`src/rtl/sm_addsub_pipe.sv`:
```
// Two-stage pipelined signed-magnitude adder/subtractor with valid/ready flow control,
// per-result overflow flag, sticky overflow status and saturate-or-wrap overflow handling.
module sm_addsub_pipe #(
  parameter int N   = 32,
  parameter int Q   = 15,
  parameter bit SAT = 1'b1
) (
  input  logic         clk,
  input  logic         rst,
  input  logic         in_valid,
  output logic         in_ready,
  input  logic [N-1:0] a,
  input  logic [N-1:0] b,
  input  logic         op,
  output logic         out_valid,
  input  logic         out_ready,
  output logic [N-1:0] c,
  output logic         ovf,
  output logic         ovf_sticky,
  input  logic         clr_sticky
);

  // Q only locates the binary point; it must still fit inside the magnitude field.
  generate
    if (N < 4 || Q < 0 || Q > N - 1) begin : g_bad_params
      $error("sm_addsub_pipe: invalid N/Q parameters");
    end
  endgenerate

  logic         s1_valid_reg;
  logic [N-2:0] s1_big_reg;
  logic [N-2:0] s1_small_reg;
  logic         s1_sign_reg;
  logic         s1_sub_reg;

  logic         out_valid_reg;
  logic [N-1:0] c_reg;
  logic         ovf_reg;
  logic         ovf_sticky_reg;

  logic         s2_load;
  logic         s1_load;

  assign s2_load  = !out_valid_reg || out_ready;
  assign s1_load  = !s1_valid_reg || s2_load;
  assign in_ready = s1_load;

  // Stage 1: effective signs, magnitude ordering.
  logic         sa;
  logic         sb;
  logic [N-2:0] ma;
  logic [N-2:0] mb;
  logic         a_ge_b;

  assign sa     = a[N-1];
  assign sb     = b[N-1] ^ op;
  assign ma     = a[N-2:0];
  assign mb     = b[N-2:0];
  assign a_ge_b = (ma >= mb);

  always_ff @(posedge clk or negedge rst) begin
    if (!rst) begin
      s1_valid_reg <= 1'b0;
      s1_big_reg   <= '0;
      s1_small_reg <= '0;
      s1_sign_reg  <= 1'b0;
      s1_sub_reg   <= 1'b0;
    end else if (s1_load) begin
      s1_valid_reg <= in_valid;
      if (in_valid) begin
        s1_big_reg   <= a_ge_b ? ma : mb;
        s1_small_reg <= a_ge_b ? mb : ma;
        s1_sign_reg  <= a_ge_b ? sa : sb;
        s1_sub_reg   <= sa ^ sb;
      end
    end
  end

  // Stage 2: magnitude arithmetic, overflow handling, and -0 suppression.
  logic [N-1:0] sum_full;
  logic [N-2:0] diff;
  logic [N-2:0] mag_raw;
  logic [N-2:0] mag_fix;
  logic         carry;
  logic         sign_fix;

  assign sum_full = {1'b0, s1_big_reg} + {1'b0, s1_small_reg};
  assign diff     = s1_big_reg - s1_small_reg;

  always_comb begin
    carry    = !s1_sub_reg && sum_full[N-1];
    mag_raw  = s1_sub_reg ? diff : sum_full[N-2:0];
    mag_fix  = (carry && SAT) ? {(N-1){1'b1}} : mag_raw;
    sign_fix = s1_sign_reg && (|mag_fix);
  end

  always_ff @(posedge clk or negedge rst) begin
    if (!rst) begin
      out_valid_reg <= 1'b0;
      c_reg         <= '0;
      ovf_reg       <= 1'b0;
    end else if (s2_load) begin
      out_valid_reg <= s1_valid_reg;
      if (s1_valid_reg) begin
        c_reg   <= {sign_fix, mag_fix};
        ovf_reg <= carry;
      end
    end
  end

  // A set in the same cycle as a clear must not be lost.
  always_ff @(posedge clk or negedge rst) begin
    if (!rst) begin
      ovf_sticky_reg <= 1'b0;
    end else if (out_valid_reg && out_ready && ovf_reg) begin
      ovf_sticky_reg <= 1'b1;
    end else if (clr_sticky) begin
      ovf_sticky_reg <= 1'b0;
    end
  end

  assign out_valid  = out_valid_reg;
  assign c          = c_reg;
  assign ovf        = ovf_reg;
  assign ovf_sticky = ovf_sticky_reg;

endmodule

```
`config.mk`:
```
export PLATFORM = sky130hd
export DESIGN_NAME = sm_addsub_pipe
export DESIGN_NICKNAME = d
export VERILOG_FILES = /design/src/rtl/sm_addsub_pipe.sv
export SDC_FILE = /design/constraint.sdc
export NUM_CORES = 1
export LEC_CHECK = 0
export BUFFER_PORTS_ARGS = -buffer_cell sky130_fd_sc_hd__buf_2
export CORE_MARGIN = 2
export CORE_UTILIZATION = 54
export DETAILED_ROUTE_END_ITERATION = 6
export GPL_TIMING_DRIVEN = 0
export PLACE_DENSITY = 0.78
export SLEW_MARGIN = 20
export SYNTH_ARGS = -nofsm -noshare
export SYNTH_HDL_FRONTEND = slang
export SYNTH_SLANG_ARGS = --single-unit
```
`constraint.sdc`:
```
create_clock -name clk -period 3.5 [get_ports clk]
set_clock_uncertainty 0.1 [all_clocks]
set_input_delay 0.175 -clock clk [delete_from_list [all_inputs] [get_ports clk]]
set_output_delay 0.175 -clock clk [all_outputs]
set_load 0.005 [all_outputs]
```
**Word level (Yosys, flattened, before mapping)**

Index checks and enable logic that the tools add are counted.

- Order comparisons: 1
- Bitwise gates (word level): 2
- Add/subtract/negate cells: 2
- Reductions and logical operators: 13
- Multiplexer cells: 7

Operator list:

| cell | count |
|---|---|
| two-way mux 31 bit | 4 |
| adder 31 x 31 -> 32 bit | 1 |
| >= comparator 31 bit | 1 |
| OR reduction 31 bit | 1 |
| subtractor 31 bit | 1 |
| logical AND 1 bit | 4 |
| AND reduction 2 bit | 2 |
| logical NOT 1 bit | 3 |
| two-way mux 1 bit | 3 |
| logical OR 1 bit | 2 |
| nonzero test 2 bit | 1 |
| bitwise XOR 1 bit | 2 |

- Bits of input ports: 70
- Flip-flop bits (word level): 100

**Depth between registers and ports, before layout**

- Word-level depth: 5
- Gate-level depth with buffers: 15
- Depth with buffers taken out: 14

**Worst setup path before layout**

OpenSTA, ideal clock, no wires.

- Path kind: register to register
- Start point: register s1_big_reg[0]
- End point: register c_reg[31], in the netlist c[31]
- Arrival: 3.304 ns
- Setup slack: -0.036 ns
- Buffers on the path: 0
- Stages on the path, launching flop included: 15
- Clock period less this slack: 3.536 ns
- Data required time: 3.269 ns
- Cells stage by stage: dfrtp_1 inv_1 ha_1 fa_1 nor2b_1 o2111ai_1 a2111o_1 a31o_2 a211oi_1 nor3_2 xor2_1 nand2_1 or4_1 nor4_1 a21oi_1

- Longest elaborated chain between the ends: 5
- Elaborated cells on any way between the ends: 7
- Those cells by class: add/sub: 2; mux: 2; reduce/logical: 3

RTL lines:

| what | RTL line | RTL |
|---|---|---|
| start: declaration | 31 | `logic [N-2:0] s1_big_reg;` |
| start signal: assignment | 71 | `s1_big_reg <= a_ge_b ? ma : mb;` |
| adder 31 x 31 -> 32 bit or subtractor 31 bit (tied branches) | 87, 88 |  |
| two-way mux 31 bit or logical AND 1 bit (tied branches) | 92, 91 |  |
| two-way mux 31 bit * | 93 | `mag_fix = (carry && SAT) ? {(N-1){1'b1}} : mag_raw;` |
| OR reduction 31 bit * | 94 | `sign_fix = s1_sign_reg && (\|mag_fix);` |
| logical AND 1 bit * | 94 |  |
| end signal: assignment | 105 | `c_reg <= {sign_fix, mag_fix};` |
| end: declaration | 37 | `logic [N-1:0] c_reg;` |

Mark *: on every way between the ends. The rest lies on a longest branch, timed or not.
A chain may end at the register's enable or synchronous reset.

**Worst setup path after layout**

- Start point: register s1_small_reg[17]
- End point: register c_reg[31], in the netlist c[31]

- Longest elaborated chain between the ends: 5
- Elaborated cells on any way between the ends: 7
- Those cells by class: add/sub: 2; mux: 2; reduce/logical: 3

RTL lines:

| what | RTL line | RTL |
|---|---|---|
| start: declaration | 32 | `logic [N-2:0] s1_small_reg;` |
| start signal: assignment | 72 | `s1_small_reg <= a_ge_b ? mb : ma;` |
| adder 31 x 31 -> 32 bit or subtractor 31 bit (tied branches) | 87, 88 |  |
| two-way mux 31 bit or logical AND 1 bit (tied branches) | 92, 91 |  |
| two-way mux 31 bit * | 93 |  |
| OR reduction 31 bit * | 94 |  |
| logical AND 1 bit * | 94 |  |

Marked as above.

==> results.json <==
{
  "cts_tree": "yes",
  "grt.total_usage_pct": 28.13,
  "cp.arrival_ps": 3970,
  "fin_crit_sh_pct": 109.9,
  "critPathMaxFanout": 10,
  "r2r_start": "s1_small_reg[17]",
  "reg2reg_depth": 14,
  "worstHoldStart": "b[19]",
  "io-pin-count": 106,
  "final-max-slew-violation-count": 0,
  "hold_path_depth": 3,
  "finalCriticalPeriod_ps": 3845,
  "layout_commonest_cell": "nand2_1",
  "failed_checks": "negative setup slack",
  "r2r_slack_ps": -350,
  "drive_gt1_share_pct": 19.28,
  "slew_headroom_pct": 51.28,
  "ys_seq_area_share_pct": 28.61,
  "min_path_type": "in -> reg",
  "synth_nets": 1218,
  "antenna_cells": 0,
  "drt_iter0_drc": 556,
  "cts_sinks": 100,
  "gp_congestion": 0.9673,
  "nets": 1348,
  "hold_viol_final": 0,
  "fin_util_pct": 64.59,
  "die_area_um2": 17230,
  "row_count": 46,
  "overflow": 0,
  "ys_ff_latch": 100,
  "reg2reg_to": "c[31]",
  "fmax_mhz": 260.1,
  "powerDensity_nw_per_um2": 594.5,
  "start_util_pct": 55.06,
  "clkLatencyLatePin_ps": 350,
  "cts.htree.levels": 3,
  "power.leakage_nw": 4.931,
  "layout_common_cells": "nand2_1 (117), buf_2 (112), dfrtp_1 (100), ha_1 (87), inv_1 (86)",
  "yosysWarnings": 0,
  "setup_slack_ps": -345.3,
  "cp-end-kind": "flop",
  "ir_drop_mv": 0.3032,
  "routedWlPerCell_um": 17.42,
  "synthArstFlopShare_pct": 100.0,
  "min_to": "s1_small_reg[19]",
  "clk_path_buf_depth": 2,
  "cts_root_buf": "clkbuf_16",
  "syn-mean-instance-area_um2": 8.298,
  "antenna_found_initial": 0,
  "synth_cells": 1054,
  "die_width_um": 131.3,
  "grt_start_max_net_pins": 54,
  "rsz0062_at_grt": "yes",
  "dieHeight_um": 131.3,
  "area_delta_synth_final_pct": 17.31,
  "preCtsSetupSlack_ps": -569.0,
  "max-cap-violations": 0,
  "worstMarginPinSlew_ps": 723.1,
  "fill_cells": 1387,
  "core_um2": 15890,
  "ys.flop_type": "dfrtp_1",
  "wl_um": 24460,
  "crit_required_ps": 3630,
  "antenna_left": 0,
  "grt_pass1_vias": 7855,
  "io_buffer_count": 105,
  "criticalPathCategory": "reg -> reg",
  "drcViolationCount": 0,
  "syn_area_um2": 8746,
  "viasPerCell": 5.885,
  "dpl.hpwl_um": 19530,
  "clk_pin_slew_worst_paths_ps": 60,
  "cts_buffers": 9,
  "synth_cell_types": 85,
  "grt_pass1_wl_um": 39920,
  "largest_reg_flops": 32,
  "setup_viol": 1,
  "drt_first_pass_iters": 5,
  "synth_edf_count": 0,
  "worstSetupStartpointType": "flop",
  "via_count": 8262,
  "status": "finished, violations left"
}
[layer usage]
layer	GRT usage [%]	vias up	routed length, µm
met3	5.363	29	1940
met4	5.978	0	319
met5	0	-	0
met1	41.44	3863	11620
met2	43.13	334	10580
li1	-	4036	-
[worst max-delay path by stage]
stage | from | end | slack [ps] | cells past startpoint
finish | s1_small_reg[17] | c[31] | -350 | 14
global route | s1_small_reg[17] | c[31] | -500 | 14
CTS | s1_big_reg[0] | c[31] | -300 | 14
detailed placement | s1_big_reg[0] | c[31] | -570 | 14
global placement | s1_small_reg[1] | c[31] | -500 | 13
floorplan | s1_big_reg[0] | c[31] | 7 | 14
[cells in the mapped netlist, types with 5 or more instances]
library cell  number  share of area, %
dfrtp_1          100                29
o21bai_1           8              0.69
inv_1             86               3.7
a211oi_1          11              0.94
buf_2              8              0.46
a221oi_1           5              0.50
xnor2_1           20               2.0
nand2_1          119               5.1
clkbuf_1          36               1.5
nor2_1            68               2.9
a21o_1            13               1.1
o21a_1             7              0.60
nand2b_1          16               1.1
mux2i_1           69               7.9
nand3_1           18               1.0
a21oi_1           74               4.2
nor2b_1           10              0.72
o31ai_1           10              0.86
nor3_1            16              0.92
a31oi_1           17               1.2
o21ai_1           23               1.3
or3_1              5              0.36
ha_1              92                13
o211ai_1           7              0.60
nor4_1            12              0.86
o21ai_0           79               4.5
o22a_1             6              0.60
nand4_1           12              0.86
[worst max-delay path, stage by stage (launching register included)]
cell and delay [ps]:
dfrtp_1 380, inv_1 60, ha_1 300, buf_1 440, nand3_1 180, nor2_1 200, and4_1 270, o211ai_1 220
a21boi_2 270, nand2_1 90, a32oi_1 270, xnor2_1 160, or4b_4 550, nor4_2 160, a21oi_1 90
[where the power goes]
group          internal (W)  total [W]  switching, W
registers           0.00146    0.00168      0.000216
logic               0.00140    0.00342       0.00202
clock network      0.000573    0.00100      0.000427
total               0.00344    0.00610       0.00266
[layout make-up]
class	instances	area, µm²	share of cell area [%]
Inverter	90	337.8	3.293
Multi-Input combinational cell	811	5896	57.46
Buffer	49	262.8	2.561
Clock inverter	3	47.55	0.4634
Sequential cell	100	2502	24.39
Tap cell	216	270.3	2.634
Timing Repair Buffer	123	696.9	6.793
Clock buffer	12	246.5	2.402
[stage by stage]
step                total power (W)  hold WS [ps]  instance area (µm²)  setup TNS (ps)  std cells
CTS                        0.005957         40.29                10150          -302.1       1406
detailed placement         0.004741         36.43                 9575          -15660       1376
global route               0.006544         49.90                10260          -532.8       1404
finish                     0.006100         41.78                10260          -345.3       1404
floorplan                  0.003795        -220.6                 8746               0       1054
global placement           0.004683         277.7                 9542          -13580       1375
[cells by family after synthesis]
kind of cell	synth area share, %
compound gates	23.56
simple gates	16.64
buf+inv	7.010
flops	28.61
fa+ha+maj	13.62
mux	8.154
xor+xnor	2.403
[what timing repair did]
action | CTS | global route
pin swaps | 18 | 10
endpoints found under the hold margin | 49 | 0
resized for setup | 33 | 26
hold buffers | 4 | 0
setup buffers | 11 | 2
endpoints found under the setup margin | 1 | 67
Power figures use the tool's default switching activity.
